## config.mk

```make
export PLATFORM = sky130hd
export DESIGN_NAME = vga_plot_engine
export DESIGN_NICKNAME = d
export VERILOG_FILES = /design/src/rtl/vga_plot_engine_pkg.sv /design/src/rtl/vga_clear_sweep.sv /design/src/rtl/vga_plot_engine.sv
export SDC_FILE = /design/constraint.sdc
export NUM_CORES = 1
export LEC_CHECK = 0
export ABC_AREA = 1
export CORE_ASPECT_RATIO = 0.7
export CORE_MARGIN = 2
export CORE_UTILIZATION = 40
export CTS_BUF_LIST = sky130_fd_sc_hd__clkbuf_4
export DETAILED_ROUTE_END_ITERATION = 16
export GPL_TIMING_DRIVEN = 1
export PLACE_DENSITY_LB_ADDON = 0.3
export SYNTH_ARGS = -nofsm -noshare
export SYNTH_HDL_FRONTEND = slang
export SYNTH_SLANG_ARGS = --single-unit
```

## constraint.sdc

```tcl
create_clock -name clock -period 2 [get_ports clock]
set_input_delay 0.4 -clock clock [delete_from_list [all_inputs] [get_ports clock]]
set_output_delay 0.4 -clock clock [all_outputs]
set_load 0.01 [all_outputs]
```

## src/rtl/vga_plot_engine_pkg.sv

```systemverilog
// rtl/vga_plot_engine_pkg.sv - shared geometry, coord field layout and state encoding
package vga_plot_engine_pkg;

   localparam int WIDTH_DEF    = 160;
   localparam int HEIGHT_DEF   = 120;
   localparam int X_W_DEF      = 8;
   localparam int Y_W_DEF      = 7;
   localparam int COLOUR_W_DEF = 3;

   // Coordinate register layout agreed with the control path
   localparam int COORD_X_MSB = 15;
   localparam int COORD_X_LSB = 8;
   localparam int COORD_Y_MSB = 7;
   localparam int COORD_Y_LSB = 0;

   typedef enum logic [1:0] {
      IDLE  = 2'd0,
      PLOT  = 2'd1,
      CLEAR = 2'd2
   } plot_state_t;

endpackage

```

## src/rtl/vga_clear_sweep.sv

```systemverilog
// rtl/vga_clear_sweep.sv - raster x/y counter, one pixel per enabled cycle
module vga_clear_sweep
   import vga_plot_engine_pkg::*;
#(
   parameter int WIDTH  = WIDTH_DEF,
   parameter int HEIGHT = HEIGHT_DEF,
   parameter int X_W    = X_W_DEF,
   parameter int Y_W    = Y_W_DEF
) (
   input  logic           clock,
   input  logic           resetn,
   input  logic           start,
   input  logic           en,
   output logic [X_W-1:0] x,
   output logic [Y_W-1:0] y,
   output logic           last
);

   assign last = (int'(x) == WIDTH - 1) && (int'(y) == HEIGHT - 1);

   always_ff @(posedge clock) begin
      if (!resetn || start) begin
         x <= '0;
         y <= '0;
      end else if (en) begin
         if (int'(x) == WIDTH - 1) begin
            x <= '0;
            y <= (int'(y) == HEIGHT - 1) ? '0 : y + 1'b1;
         end else begin
            x <= x + 1'b1;
         end
      end
   end

endmodule

```

## src/rtl/vga_plot_engine.sv

```systemverilog
// rtl/vga_plot_engine.sv - edge-triggered plot/clear responder driving the VGA write port
module vga_plot_engine
   import vga_plot_engine_pkg::*;
#(
   parameter int WIDTH    = WIDTH_DEF,
   parameter int HEIGHT   = HEIGHT_DEF,
   parameter int X_W      = X_W_DEF,
   parameter int Y_W      = Y_W_DEF,
   parameter int COLOUR_W = COLOUR_W_DEF,
   parameter logic [COLOUR_W-1:0] CLEAR_COLOUR = '0
) (
   input  logic                clock,
   input  logic                resetn,
   input  logic                plot_req,
   input  logic                clear_req,
   input  logic [15:0]         colour_value,
   input  logic [15:0]         coord_value,
   output logic                busy,
   output logic                plot_done,
   output logic [X_W-1:0]      vga_x,
   output logic [Y_W-1:0]      vga_y,
   output logic [COLOUR_W-1:0] vga_colour,
   output logic                vga_writeEn,
   output logic                range_err,
   output logic                overrun_err
);

   plot_state_t state, state_next;

   logic                plot_req_d, clear_req_d;
   logic                new_plot, new_clear;
   logic [7:0]          cur_x, cur_y, pend_x, pend_y;
   logic [COLOUR_W-1:0] cur_colour, pend_colour;
   logic                pend_valid, pend_clear;
   logic [7:0]          coord_x, coord_y;
   logic [COLOUR_W-1:0] colour_in;
   logic                in_range;
   logic                sweep_start, sweep_last;
   logic [X_W-1:0]      sweep_x;
   logic [Y_W-1:0]      sweep_y;
   logic                cap_new, cap_pend, pend_pop, store_plot, store_clear, drop, range_hit;
   logic                unused_colour_bits;

   assign new_plot  = plot_req & ~plot_req_d;
   assign new_clear = clear_req & ~clear_req_d;
   assign coord_x   = coord_value[COORD_X_MSB:COORD_X_LSB];
   assign coord_y   = coord_value[COORD_Y_MSB:COORD_Y_LSB];
   assign colour_in = colour_value[COLOUR_W-1:0];
   assign unused_colour_bits = ^colour_value[15:COLOUR_W];
   assign in_range  = (int'(cur_x) < WIDTH) && (int'(cur_y) < HEIGHT);
   assign busy      = (state != IDLE) | pend_valid;

   vga_clear_sweep #(
      .WIDTH (WIDTH),
      .HEIGHT(HEIGHT),
      .X_W   (X_W),
      .Y_W   (Y_W)
   ) u_sweep (
      .clock (clock),
      .resetn(resetn),
      .start (sweep_start),
      .en    (state == CLEAR),
      .x     (sweep_x),
      .y     (sweep_y),
      .last  (sweep_last)
   );

   always_ff @(posedge clock) begin
      if (!resetn) state <= IDLE;
      else         state <= state_next;
   end

   always_comb begin
      state_next  = state;
      sweep_start = 1'b0;
      cap_new     = 1'b0;
      cap_pend    = 1'b0;
      pend_pop    = 1'b0;
      store_plot  = 1'b0;
      store_clear = 1'b0;
      drop        = 1'b0;
      range_hit   = 1'b0;
      plot_done   = 1'b0;
      vga_writeEn = 1'b0;
      vga_x       = '0;
      vga_y       = '0;
      vga_colour  = '0;
      case (state)
         IDLE: begin
            // Clear wins a tie; the simultaneous plot queues behind it
            if (new_clear) begin
               state_next  = CLEAR;
               sweep_start = 1'b1;
               if (new_plot) begin
                  if (pend_valid) drop = 1'b1;
                  else            store_plot = 1'b1;
               end
            end else if (new_plot) begin
               state_next = PLOT;
               cap_new    = 1'b1;
            end else if (pend_valid) begin
               pend_pop    = 1'b1;
               cap_pend    = ~pend_clear;
               sweep_start = pend_clear;
               state_next  = pend_clear ? CLEAR : PLOT;
            end
         end
         PLOT: begin
            plot_done  = 1'b1;
            state_next = IDLE;
            if (in_range) begin
               vga_writeEn = 1'b1;
               vga_x       = cur_x[X_W-1:0];
               vga_y       = cur_y[Y_W-1:0];
               vga_colour  = cur_colour;
            end else begin
               range_hit = 1'b1;
            end
         end
         CLEAR: begin
            vga_writeEn = 1'b1;
            vga_x       = sweep_x;
            vga_y       = sweep_y;
            vga_colour  = CLEAR_COLOUR;
            if (sweep_last) begin
               plot_done  = 1'b1;
               state_next = IDLE;
            end
         end
         default: state_next = IDLE;
      endcase
      if (state != IDLE && (new_clear || new_plot)) begin
         if (pend_valid) begin
            drop = 1'b1;
         end else if (new_clear) begin
            store_clear = 1'b1;
            drop        = new_plot;
         end else begin
            store_plot = 1'b1;
         end
      end
   end

   always_ff @(posedge clock) begin
      if (!resetn) begin
         plot_req_d  <= 1'b0;
         clear_req_d <= 1'b0;
         cur_x       <= '0;
         cur_y       <= '0;
         cur_colour  <= '0;
         pend_valid  <= 1'b0;
         pend_clear  <= 1'b0;
         pend_x      <= '0;
         pend_y      <= '0;
         pend_colour <= '0;
         range_err   <= 1'b0;
         overrun_err <= 1'b0;
      end else begin
         plot_req_d  <= plot_req;
         clear_req_d <= clear_req;
         if (cap_new) begin
            cur_x      <= coord_x;
            cur_y      <= coord_y;
            cur_colour <= colour_in;
         end else if (cap_pend) begin
            cur_x      <= pend_x;
            cur_y      <= pend_y;
            cur_colour <= pend_colour;
         end
         if (store_plot || store_clear) begin
            pend_valid  <= 1'b1;
            pend_clear  <= store_clear;
            pend_x      <= coord_x;
            pend_y      <= coord_y;
            pend_colour <= colour_in;
         end else if (pend_pop) begin
            pend_valid <= 1'b0;
         end
         if (drop)      overrun_err <= 1'b1;
         if (range_hit) range_err   <= 1'b1;
      end
   end

endmodule
```

==> impl.org, run 1 <==
** Run status
- Result of the run :: complete, but fails checks
- The final reports fail on setup timing.

** Timing
- Tmin final :: 2.08 ns
- After layout, the worst setup slack is -0.0847 ns.
- Based on the critical path, the design can be clocked at up to 480 MHz.
- Crit share post-route :: 104%
- Between clock sinks in the finished design, the worst skew comes to 0.00719 ns.
- The number of max-slew violations in the final report was 0.
- For the pin with the worst max-slew slack, the measured transition is 0.369 ns.
- The number of hold-slack violations in the final timing report came to 0.
- Setup-violating endpoint count in the final report :: 16
- Relative slew slack :: 75.4%
- Setup total negative slack on the finished layout was measured at -0.489 ns.
- Setup repair after global routing could not meet its margin everywhere.

** Global routing
- Across every metal layer, demand over resource in global routing totals 20.4%.
- For met2 alone, demand over resource in global routing was 33.0%.
- The layer flagged by global routing as most heavily used is met2.
- Total congestion overflow :: 0
- Wire length of the first global-routing pass :: 14.6 mm
- The number of antenna violations at the first check in global routing came to 1.
- Via count of the first global-routing pass :: 3197
- For met3 alone, demand over resource in global routing was 6.99%.
- Met1 usage in global routing :: 25.1%
- Maximum number of pins on one net before global-route repair :: 39

** Logic synthesis
- Most used standard cell by instance count after synthesis :: sky130_fd_sc_hd__nand2_1
- Leading cell types by total area after synthesis :: sky130_fd_sc_hd__dfxtp_1 37%, sky130_fd_sc_hd__nand2_1 14%, sky130_fd_sc_hd__nor2_1 12%, sky130_fd_sc_hd__inv_1 7.1%, sky130_fd_sc_hd__a21oi_1 4.7%
- In this run, synthesis produced a sequential element count of 61.
- sky130_fd_sc_hd__dfxtp_1 takes more of the synthesized area than any other cell.
- Post-synthesis average cell area :: 6.44 µm²
- Fraction of synthesized cell area taken by the top area cell type :: 37.3%
- By count the netlist is led by 121 x sky130_fd_sc_hd__nand2_1, 109 x sky130_fd_sc_hd__nor2_1, 62 x sky130_fd_sc_hd__inv_1.
- Net count of the mapped netlist :: 550
- Count of flip-flops with a built-in enable after synthesis :: 0
- Sequential elements use 37.3% of the synthesized area.
- Post-synthesis cell count :: 509
- Yosys printed 0 warnings.
- After synthesis, the netlist uses 28 different library cells.
- In the synthesized netlist the dominant register cell turns out to be sky130_fd_sc_hd__dfxtp_1.
- Combined area of all synthesized cells :: 3280 µm²
- Proportion of register bits with asynchronous set or reset after synthesis :: 0%

** Floorplanning
- Y dimension of the die :: 79.7 µm
- The die covers 8950 µm².
- During I/O placement, the number of pins put on the boundary was 59.
- Site Rows :: 27
- The die is 112 µm wide.
- Area inside the core boundary :: 7910 µm²
- Starting Density :: 41.5%

** Critical path
- Endpoint of the worst register-to-register path :: u_sweep.x[7]
- The setup path with the least slack is of type reg2out.
- Reg-to-reg critical path startpoint :: state[0]
- STA puts the critical path data required time at 1.60 ns.
- In this run the worst path has a maximum fanout of 2.
- Path depth of the worst reg2reg path :: 11
- In this run the worst setup path terminates at plot_done.
- The worst setup path is launched from a flop.
- The most critical setup path has its startpoint at u_sweep.y[1].
- Endpoint kind of the worst setup timing path :: output pin
- Flop-to-flop setup slack :: 0.27 ns
- Data on the critical path arrives at its endpoint at 1.68 ns.

** Detailed routing
- Mean routed wirelength per cell :: 12.7 µm
- Total Wirelength :: 8.89 mm
- Count of routing violations after the opening detailed-route iteration :: 268
- Drt first pass iters :: 5
- Post-detailed-route count of antenna-violating nets :: 0
- Via count of the routed design :: 3465
- For this run, design rule violations remaining after detail routing come to 0.
- Average via count per standard cell :: 4.96

** Place
- The wire-length estimate of the detail-placed layout is 5.99 mm.
- The congestion estimate from routability-driven global placement came to 0.865.
- Prior to clock tree synthesis, the placed netlist has a worst setup slack of -0.128 ns.
- Count of input and output buffers :: 45
- Summing all placed instances gives a cell area of 4100 µm².

** Clocking
- TritonCTS clock tree :: built
- Maximum buffer depth of the clock tree :: 2
- Library cell used as clock root buffer :: sky130_fd_sc_hd__clkbuf_4
- TritonCTS created 9 clock buffers.
- Latest clock arrival within the worst-skew pair :: 0.43 ns
- The clock tree synthesis step divided the H-tree into 3 levels.
- Clock-pin slew was measured on the worst setup and hold paths at 0.09 ns.
- The clock drives 61 sinks.

** Finish
- With fillers left out, the area of the finished cells amounts to 4380 µm².
- FF+latch area :: 1230 µm²
- The post-route netlist has 24.3% of its cells at a drive strength greater than 1.
- Number of nets in the final layout :: 634
- Summing all multi-input logic gate instances after layout gives 1800 µm².
- Layout area overhead :: 33.5%
- Fill cells :: 774

** Run
- Across the run, the number of max-cap violations was 0.

** Pwr
- In this run the power density over the cells is 1090 nW/µm².
- Across the VDD grid, the largest voltage drop is 0.723 mV.
- Leakage :: 0.00201 µW

** Worst hold path
- The path class of the tightest hold or removal check is reg2reg.
==> power by group <==
group	switching, µW	internal [µW]	leakage (µW)
Clock	450	263	0.0000592
Sequential	174	1490	0.000503
Combinational	1330	1050	0.00145
Total	1950	2800	0.00201
==> per-layer routing <==
metal,wire length (µm),up-vias
li1,-,1760
met1,4080,1586
met2,4130,102
met3,537,17
met4,138,0
met5,0,-
==> kinds of logic (layout without fill, tap and decap cells) <==
family	count (synthesis)	in the layout	synth area share (%)
AOI/OAI and AO/OA	71	71	12.3
and+or+nand+nor	278	278	35.4
other	0	1	0
xor gates and xnor gates	4	4	1.07
buffers and inverters	90	178	12.1
adders and majority gates	5	5	1.91
DFF	61	61	37.3
==> cells in the final DEF (no fill, tap or decap), drive strengths merged <==
master	netlist	final
nand2	123	123
nor2	114	114
buf	17	72
inv	64	64
dfxtp	61	61
o21ai	39	39
a21oi	31	31
clkdlybuf4s50	0	24
nand4	21	21
nand3	15	15
clkbuf	8	12
ha	5	5
clkinv	1	5
xor2	4	4
nor3	4	4
diode	0	1
or2	1	1
o211ai	1	1
dlygate4sd2	0	1
==> critical path, cell delays in order, from the launching register on <==
cell,delay (ns)
sky130_fd_sc_hd__dfxtp_2,0.34
sky130_fd_sc_hd__ha_1,0.17
sky130_fd_sc_hd__nand2_2,0.07
sky130_fd_sc_hd__nor2_2,0.16
sky130_fd_sc_hd__nand4_1,0.21
sky130_fd_sc_hd__a21oi_2,0.16
sky130_fd_sc_hd__buf_2,0.13
==> final cells by class <==
cell class                      instances  area share (%)
Tap cell                              101            2.89
Sequential cell                        61            28.2
Antenna cell                            1          0.0572
Timing Repair Buffer                   98            19.7
Clock inverter                          4           0.372
Multi-Input combinational cell        358            41.0
Clock buffer                           11            1.89
Inverter                               65            5.86
==> how the worst min path moves through the flow <==
stage	from	end	slack, ns	depth (start not counted)
2_1_floorplan	pend_x[0]	pend_x[0]	0.46	2
3_3_place_gp	pend_x[3]	pend_x[3]	0.46	2
3_5_place_dp	pend_colour[1]	pend_colour[1]	0.47	2
4_1_cts	pend_x[7]	pend_x[7]	0.49	2
5_1_grt	pend_y[1]	pend_y[1]	0.52	2
6_report	pend_colour[1]	pend_colour[1]	0.49	2
==> timing repair <==
| item | CTS | global route |
|---|---|---|
| endpoints found under the hold margin | 0 | 0 |
| resized for setup | 121 | 21 |
| gates cloned | 1 | 1 |
| endpoints found under the setup margin | 21 | 20 |
| hold buffers | 0 | 0 |
| buffers inserted | 4 | 3 |
| pin swaps | 12 | 14 |
==> flip-flops by register name, summed over array words and instances (netlist names) <==
register,flops
cur_x,8
cur_y,8
pend_x,8
pend_y,8
u_sweep.x,8
u_sweep.y,7
cur_colour,3
pend_colour,3
state,2
clear_req_d,1
overrun_err,1
pend_clear,1
pend_valid,1
plot_req_d,1
range_err,1
==> per-stage QoR <==
step	hold slack, ns	utilization, %	total power (µW)	cells
3_3_place_gp	0.465	51.9	3620	675
6_report	0.488	55.3	4750	699
4_1_cts	0.493	54.0	4600	694
5_1_grt	0.518	55.3	5130	699
2_1_floorplan	0.455	-	2940	509
3_5_place_dp	0.471	51.9	3680	675
(Power assumes the default switching activity.)
==> inputs of run 2 (changes only) <==
Settings changed: CORE_UTILIZATION 40 to 34.
==> impl.org, run 2 (synthesis results as in run 1) <==
** Global routing
- The maximum number of pins on one net before global-route repair came to 39 (unchanged).
- The via count of the first global-routing pass came to 3181 (-0.50%).
- Total congestion overflow :: 0 (unchanged)
- The overall routing resource usage was 17.9% (-2.5 points).
- The met2 usage came to 27.6% (-5.3 points).
- Met1 usage in global routing :: 24.6% (-0.55 points)
- The number of antenna violations at the first check in global routing came to 0 (-1).
- Wire length of the first global-routing pass :: 14.9 mm (+2.0%)
- The global-route met3 utilization was 5.72% (-1.3 points).
- The layer flagged by global routing as most heavily used is met2.

** Floorplanning
- Starting Density :: 35.6% (-5.9 points)
- The die span in x came to 121 µm (+8.2%).
- Die outline area :: 10500 µm² (+17%)
- Site Rows :: 29 (+7.4%)
- Number of top-level pins :: 59 (unchanged)
- Y dimension of the die :: 86.2 µm (+8.0%)
- The core area came to 9220 µm² (+17%).

** Critical path
- Slowest cell delay on critical path :: 0.38 ns (+0.04 ns)
- Data required time of the worst path :: 1.60 ns (about the same)
- In this run the critical register-to-register path is launched from state[1].
- Buffer and inverter count on the worst path :: 2 (+1)
- Peak fanout along the critical path :: 3 (+1)
- Endpoint kind of the worst setup timing path :: output pin
- CP arrival :: 1.68 ns (about the same)
- The worst setup path is of the reg2out kind.
- CP cell instances :: buf_6 -> ha_4 -> nand2_2 -> nor2_2 -> nand4_1 -> a21oi_2 -> buf_2
- Critical Path Slowest Stage Cell :: sky130_fd_sc_hd__dfxtp_2
- The worst setup path is launched from a flop.
- On the critical path the largest part of the delay comes from flip-flops.
- Critical Path Source :: state[1]

** Finish
- The share of layout cells above drive strength 1 was 26.9% (+2.7 points).
- The number of inserted diodes is 0 (-1).
- Layout area overhead :: 40.8%
- Final instance area :: 4620 µm² (+5.5%)
- The number of cells in the finished layout apart from fillers is 729 (+4.3%).
- Leaving out fill and tap cells, the most frequent cell in the layout is sky130_fd_sc_hd__nand2_1.
- The final layout net count is 641 (+1.1%).
- Commonest cells after routing, fill and taps aside :: 119 x sky130_fd_sc_hd__nand2_1, 103 x sky130_fd_sc_hd__nor2_1, 59 x sky130_fd_sc_hd__inv_1

** Timing
- The final worst-path setup slack was -0.0808 ns (+0.00391 ns).
- The setup total negative slack was -0.738 ns (-0.249 ns).
- The final setup violation count came to 16 (unchanged).
- The slew of the pin with the lowest slew margin is 0.367 ns (-0.00273 ns).
- Tmin final :: 2.08 ns (-0.00391 ns)
- Relative slew slack :: 75.6% (+0.18 points)
- Final Max Slew Viols :: 0 (unchanged)
- The maximum clock skew at final layout came to 0.0125 ns (+0.00528 ns).
- RSZ-0062 raised after global routing :: yes
- The number of hold-slack violations in the final timing report came to 0 (unchanged).
- The part of the cycle the worst path needs is 104% (-0.20 points).
- FMAX :: 481 MHz (+0.19%)

** Clocking
- The number of buffers between clock root and the deepest sink is 2 (unchanged).
- The register clock-pin slew on the reported worst setup and hold paths is 0.10 ns (about the same).
- CTS buffer count :: 9 (unchanged)
- The hold buffer count at CTS was 0 (unchanged).
- The number of levels in the clock H-tree was 3 (unchanged).
- Latest clock arrival within the worst-skew pair :: 0.43 ns (about the same)
- TritonCTS clock tree :: built
- The tree is rooted in a sky130_fd_sc_hd__clkbuf_4.
- Clk sink count :: 61 (unchanged)

** Detailed routing
- Post-route DRC violation count :: 0 (unchanged)
- Count of routing violations after the opening detailed-route iteration :: 267 (-0.37%)
- The post-detailed-route count of antenna-violating nets is 0 (unchanged).
- Drt first pass iters :: 5 (unchanged)
- Total Wirelength :: 9.27 mm (+4.2%)
- Average via count per standard cell :: 4.78 (-3.5%)
- The total number of vias was 3487 (+0.63%).
- The average routed wire per standard cell came to 12.7 µm (about the same).

** Pwr
- Relative contribution of the clock network to total power :: 16.4% (+1.4 points)
- Total net switching power :: 2120 µW (+8.4%)
- The internal power came to 3130 µW (+12%).
- Cell area power density :: 1140 nW/µm² (+4.8%)
- The power share of the combinational group came to 52.2% (+2.2 points).
- The leakage component of the power was 0.00207 µW (+3.2%).
- The post-route total power is 5250 µW (+11%).
- Switching Fraction :: 40.3% (-0.78 points)
- The relative contribution of sequential cells to total power came to 31.4% (-3.6 points).
- IR Drop Worst-Case VDD :: 0.569 mV (-21%)

** Place
- The post-placement cell area was 4160 µm² (+1.4%).
- The number of I/O port buffers came to 45 (unchanged).
- DPL Wire Length :: 6.14 mm (+2.4%)
- The total instance count after detailed placement is 702 (+4.0%).
- The minimum setup slack after placement is -0.0924 ns (+0.0356 ns).
- The final weighted congestion in routability-driven placement is 0.871 (+0.77%).

** Run status
- Violations in the final reports :: setup timing
- The run finished, with violations left.

** Worst hold path
- The worst hold path begins at pend_y[5].
- Worst Hold Class :: reg2reg

** Run
- The number of maximum-capacitance violations is 0 (unchanged).
==> run 2: metal layers <==
layer / up-vias / part of all wire, %
met5: - / 0
met4: 0 / 1.0
met3: 11 / 5.4
met2: 83 / 45
li1: 1779 / -
met1: 1614 / 49
==> run 2: layout make-up <==
cell class / count / area, µm²
flip-flops and latches: 61 / 1230
multi-input cells: 358 / 1860
well taps: 124 / 155
clock buffers: 10 / 75.1
fillers: 923 / 4600
repair buffers: 105 / 986
inverters: 65 / 256
clock inverters: 6 / 53.8
==> run 2: repair_timing <==
| item | 4_1_cts | 5_1_grt |
|---|---|---|
| gates resized for setup | 130 | 27 |
| cloned | 2 | 2 |
| hold endpoints to repair | 0 | 0 |
| pin swaps | 6 | 9 |
| endpoints found under the setup margin | 21 | 24 |
| setup buffers | 8 | 0 |
==> run 2: worst paths after layout <==
check | endpoint | slack [ns] | cells past startpoint
worst max-delay path | plot_done | -0.08 | 7
worst min-delay path | pend_y[5] | 0.49 | 2
worst max register to register | u_sweep.y[0] | 0.05 | 13
worst min register to register | pend_y[5] | 0.49 | 2
==> run 2: tightest hold or removal path, cell delays in order (launching register included) <==
cell,delay (ns)
sky130_fd_sc_hd__dfxtp_1,0.34
sky130_fd_sc_hd__nor2_1,0.05
sky130_fd_sc_hd__nor2_1,0.08
==> run 2: stage by stage <==
stage                     hold slack (ns)  util (%)
final                               0.493      50.1
after global routing                0.507      50.1
after CTS                           0.495      48.5
after detailed placement            0.472      45.2
after global placement              0.463      45.2
after floorplan                     0.455         -
==> run 2: power groups by stage <==
stage | registers [µW] | logic, µW | clock network, µW
global placement | 1630 | 2070 | 0
CTS | 1630 | 2460 | 886
finish | 1650 | 2740 | 859
floorplan | 1620 | 1320 | 0
global route | 1680 | 3010 | 937
detailed placement | 1640 | 2110 | 0
==> variant (flow settings as in run 1) <==
Set the package constant `COLOUR_W_DEF` to 4 (it was 3).
--- a/src/rtl/vga_plot_engine_pkg.sv
+++ b/src/rtl/vga_plot_engine_pkg.sv
@@ -5,7 +5,7 @@
    localparam int HEIGHT_DEF   = 120;
    localparam int X_W_DEF      = 8;
    localparam int Y_W_DEF      = 7;
-   localparam int COLOUR_W_DEF = 3;
+   localparam int COLOUR_W_DEF = 4;
 
    // Coordinate register layout agreed with the control path
    localparam int COORD_X_MSB = 15;
Interface: changed (resized vga_colour); port bits go from 59 to 60. The function was not compared with the original's and may differ.
==> variant against run 1 <==
The flow still finishes with violations (negative setup slack); sequential cell count is 2 higher; area after synthesis fell by 1.9%; worst setup slack got worse by 0.16 ns; via count shrank 4.8%; total power is 2.3% lower; clock skew increased by 0.0030 ns; critical path depth grew 1; fmax down 7.2%; design area decreased by 1.5%; clock power fell by 6.7%; wire length decreased by 3.7%; critical path type unchanged; largest power group unchanged; highest routed layer unchanged.
==> variant: results (changes against run 1) <==
| Metric | Value |
|---|---|
| WHS Endpoint | pend_clear$_SDFFE_PN0P_ (was pend_colour[1]$_SDFFE_PN0P_) |
| Met2 WL post-DR | 3740 um (was 4130 um) |
| Share of cells above drive strength 1 | 25.6% (was 24.3%) |
| Worst R2R Path Depth | 14 (was 11) |
| Final setup fails | 22 (was 16) |
| Violated checks | negative setup slack (unchanged) |
| Met1 Resource Use GR | 27.3% (was 25.1%) |
| Clk. pwr | 665 uW (was 713 uW) |
| Worst rel slew slack | 71.7% (was 75.4%) |
| Slowest-stage cell, CP | dfxtp_1 (was dfxtp_2) |
| Post-Syn Nets | 531 (was 550) |
| Critical Path AT | 1.85 ns (was 1.68 ns) |
| Worst Setup EP | vga_y[2] (was plot_done) |
| Grt met2 use | 31.3% (was 33.0%) |
| Synth Area in Adders | 1.94% (was 1.91%) |
| Skew final | 0.0102 ns (was 0.00719 ns) |
| GRT Overall Usage | 20.2% (was 20.4%) |
| Initial antenna violation count | 0 (was 1) |
| Max Fanout on Critical Path | 15 (was 2) |
| Worst setup margin | -0.246 ns (was -0.0847 ns) |
| Status | complete, but fails checks (unchanged) |
| Largest net degree at the start of global routing | 46 (was 39) |
| WL met3 | 427 um (was 537 um) |
| Leak pwr | 1.91 nW (was 2.01 nW) |
| Sw frac | 40.9% (was 41.1%) |
| Area share of xor/xnor cells in the synthesized design | 1.09% (was 1.07%) |
| Reg2reg start | cur_x[5]$_SDFFE_PN0P_ (was state[0]$_SDFFE_PN0P_) |
| Complex-gate fraction of the synthesized area | 13.9% (was 12.3%) |
| First-pass GRT wire length | 14300 um (was 14600 um) |
| Commonest cells in the netlist | nand2_1, nor2_1, dfxtp_1 (was nand2_1, nor2_1, inv_1) |
| Vias in the first global route | 3041 (was 3197) |
| Worst hold path startpoint | pend_clear$_SDFFE_PN0P_ (was pend_colour[1]$_SDFFE_PN0P_) |
| Worst vdd rail ir drop | 0.486 mV (was 0.723 mV) |
| Diode count | 0 (was 1) |
-- variant: cell type report --
cell class / instances / area (um^2)
Clock buffer: 9 / 67.6
Clock inverter: 4 / 16.3
Fill cell: 767 / 3530
Inverter: 53 / 203
Multi-Input combinational cell: 354 / 1760
Sequential cell: 63 / 1270
Tap cell: 101 / 126
Timing Repair Buffer: 102 / 866
-- variant: worst reg2reg max path: stages (launching register included) --
cell and delay, ns:
dfxtp_1 0.33, o21ai_0 0.29, nand2_2 0.14, buf_4 0.16, buf_6 0.10, buf_6 0.10, buf_6 0.10, buf_6 0.11
buf_6 0.10, buf_6 0.10, buf_6 0.10, buf_4 0.11, buf_4 0.12, a21oi_2 0.11, nor2_1 0.05
-- variant: through the flow --
stage,std cells,total power [mW],TNS [ns]
2_1_floorplan,490,2.93,0
3_3_place_gp,661,3.58,-1.53
3_5_place_dp,661,3.64,-2.20
4_1_cts,685,4.49,-1.91
5_1_grt,686,5.02,-6.04
6_report,686,4.64,-4.46
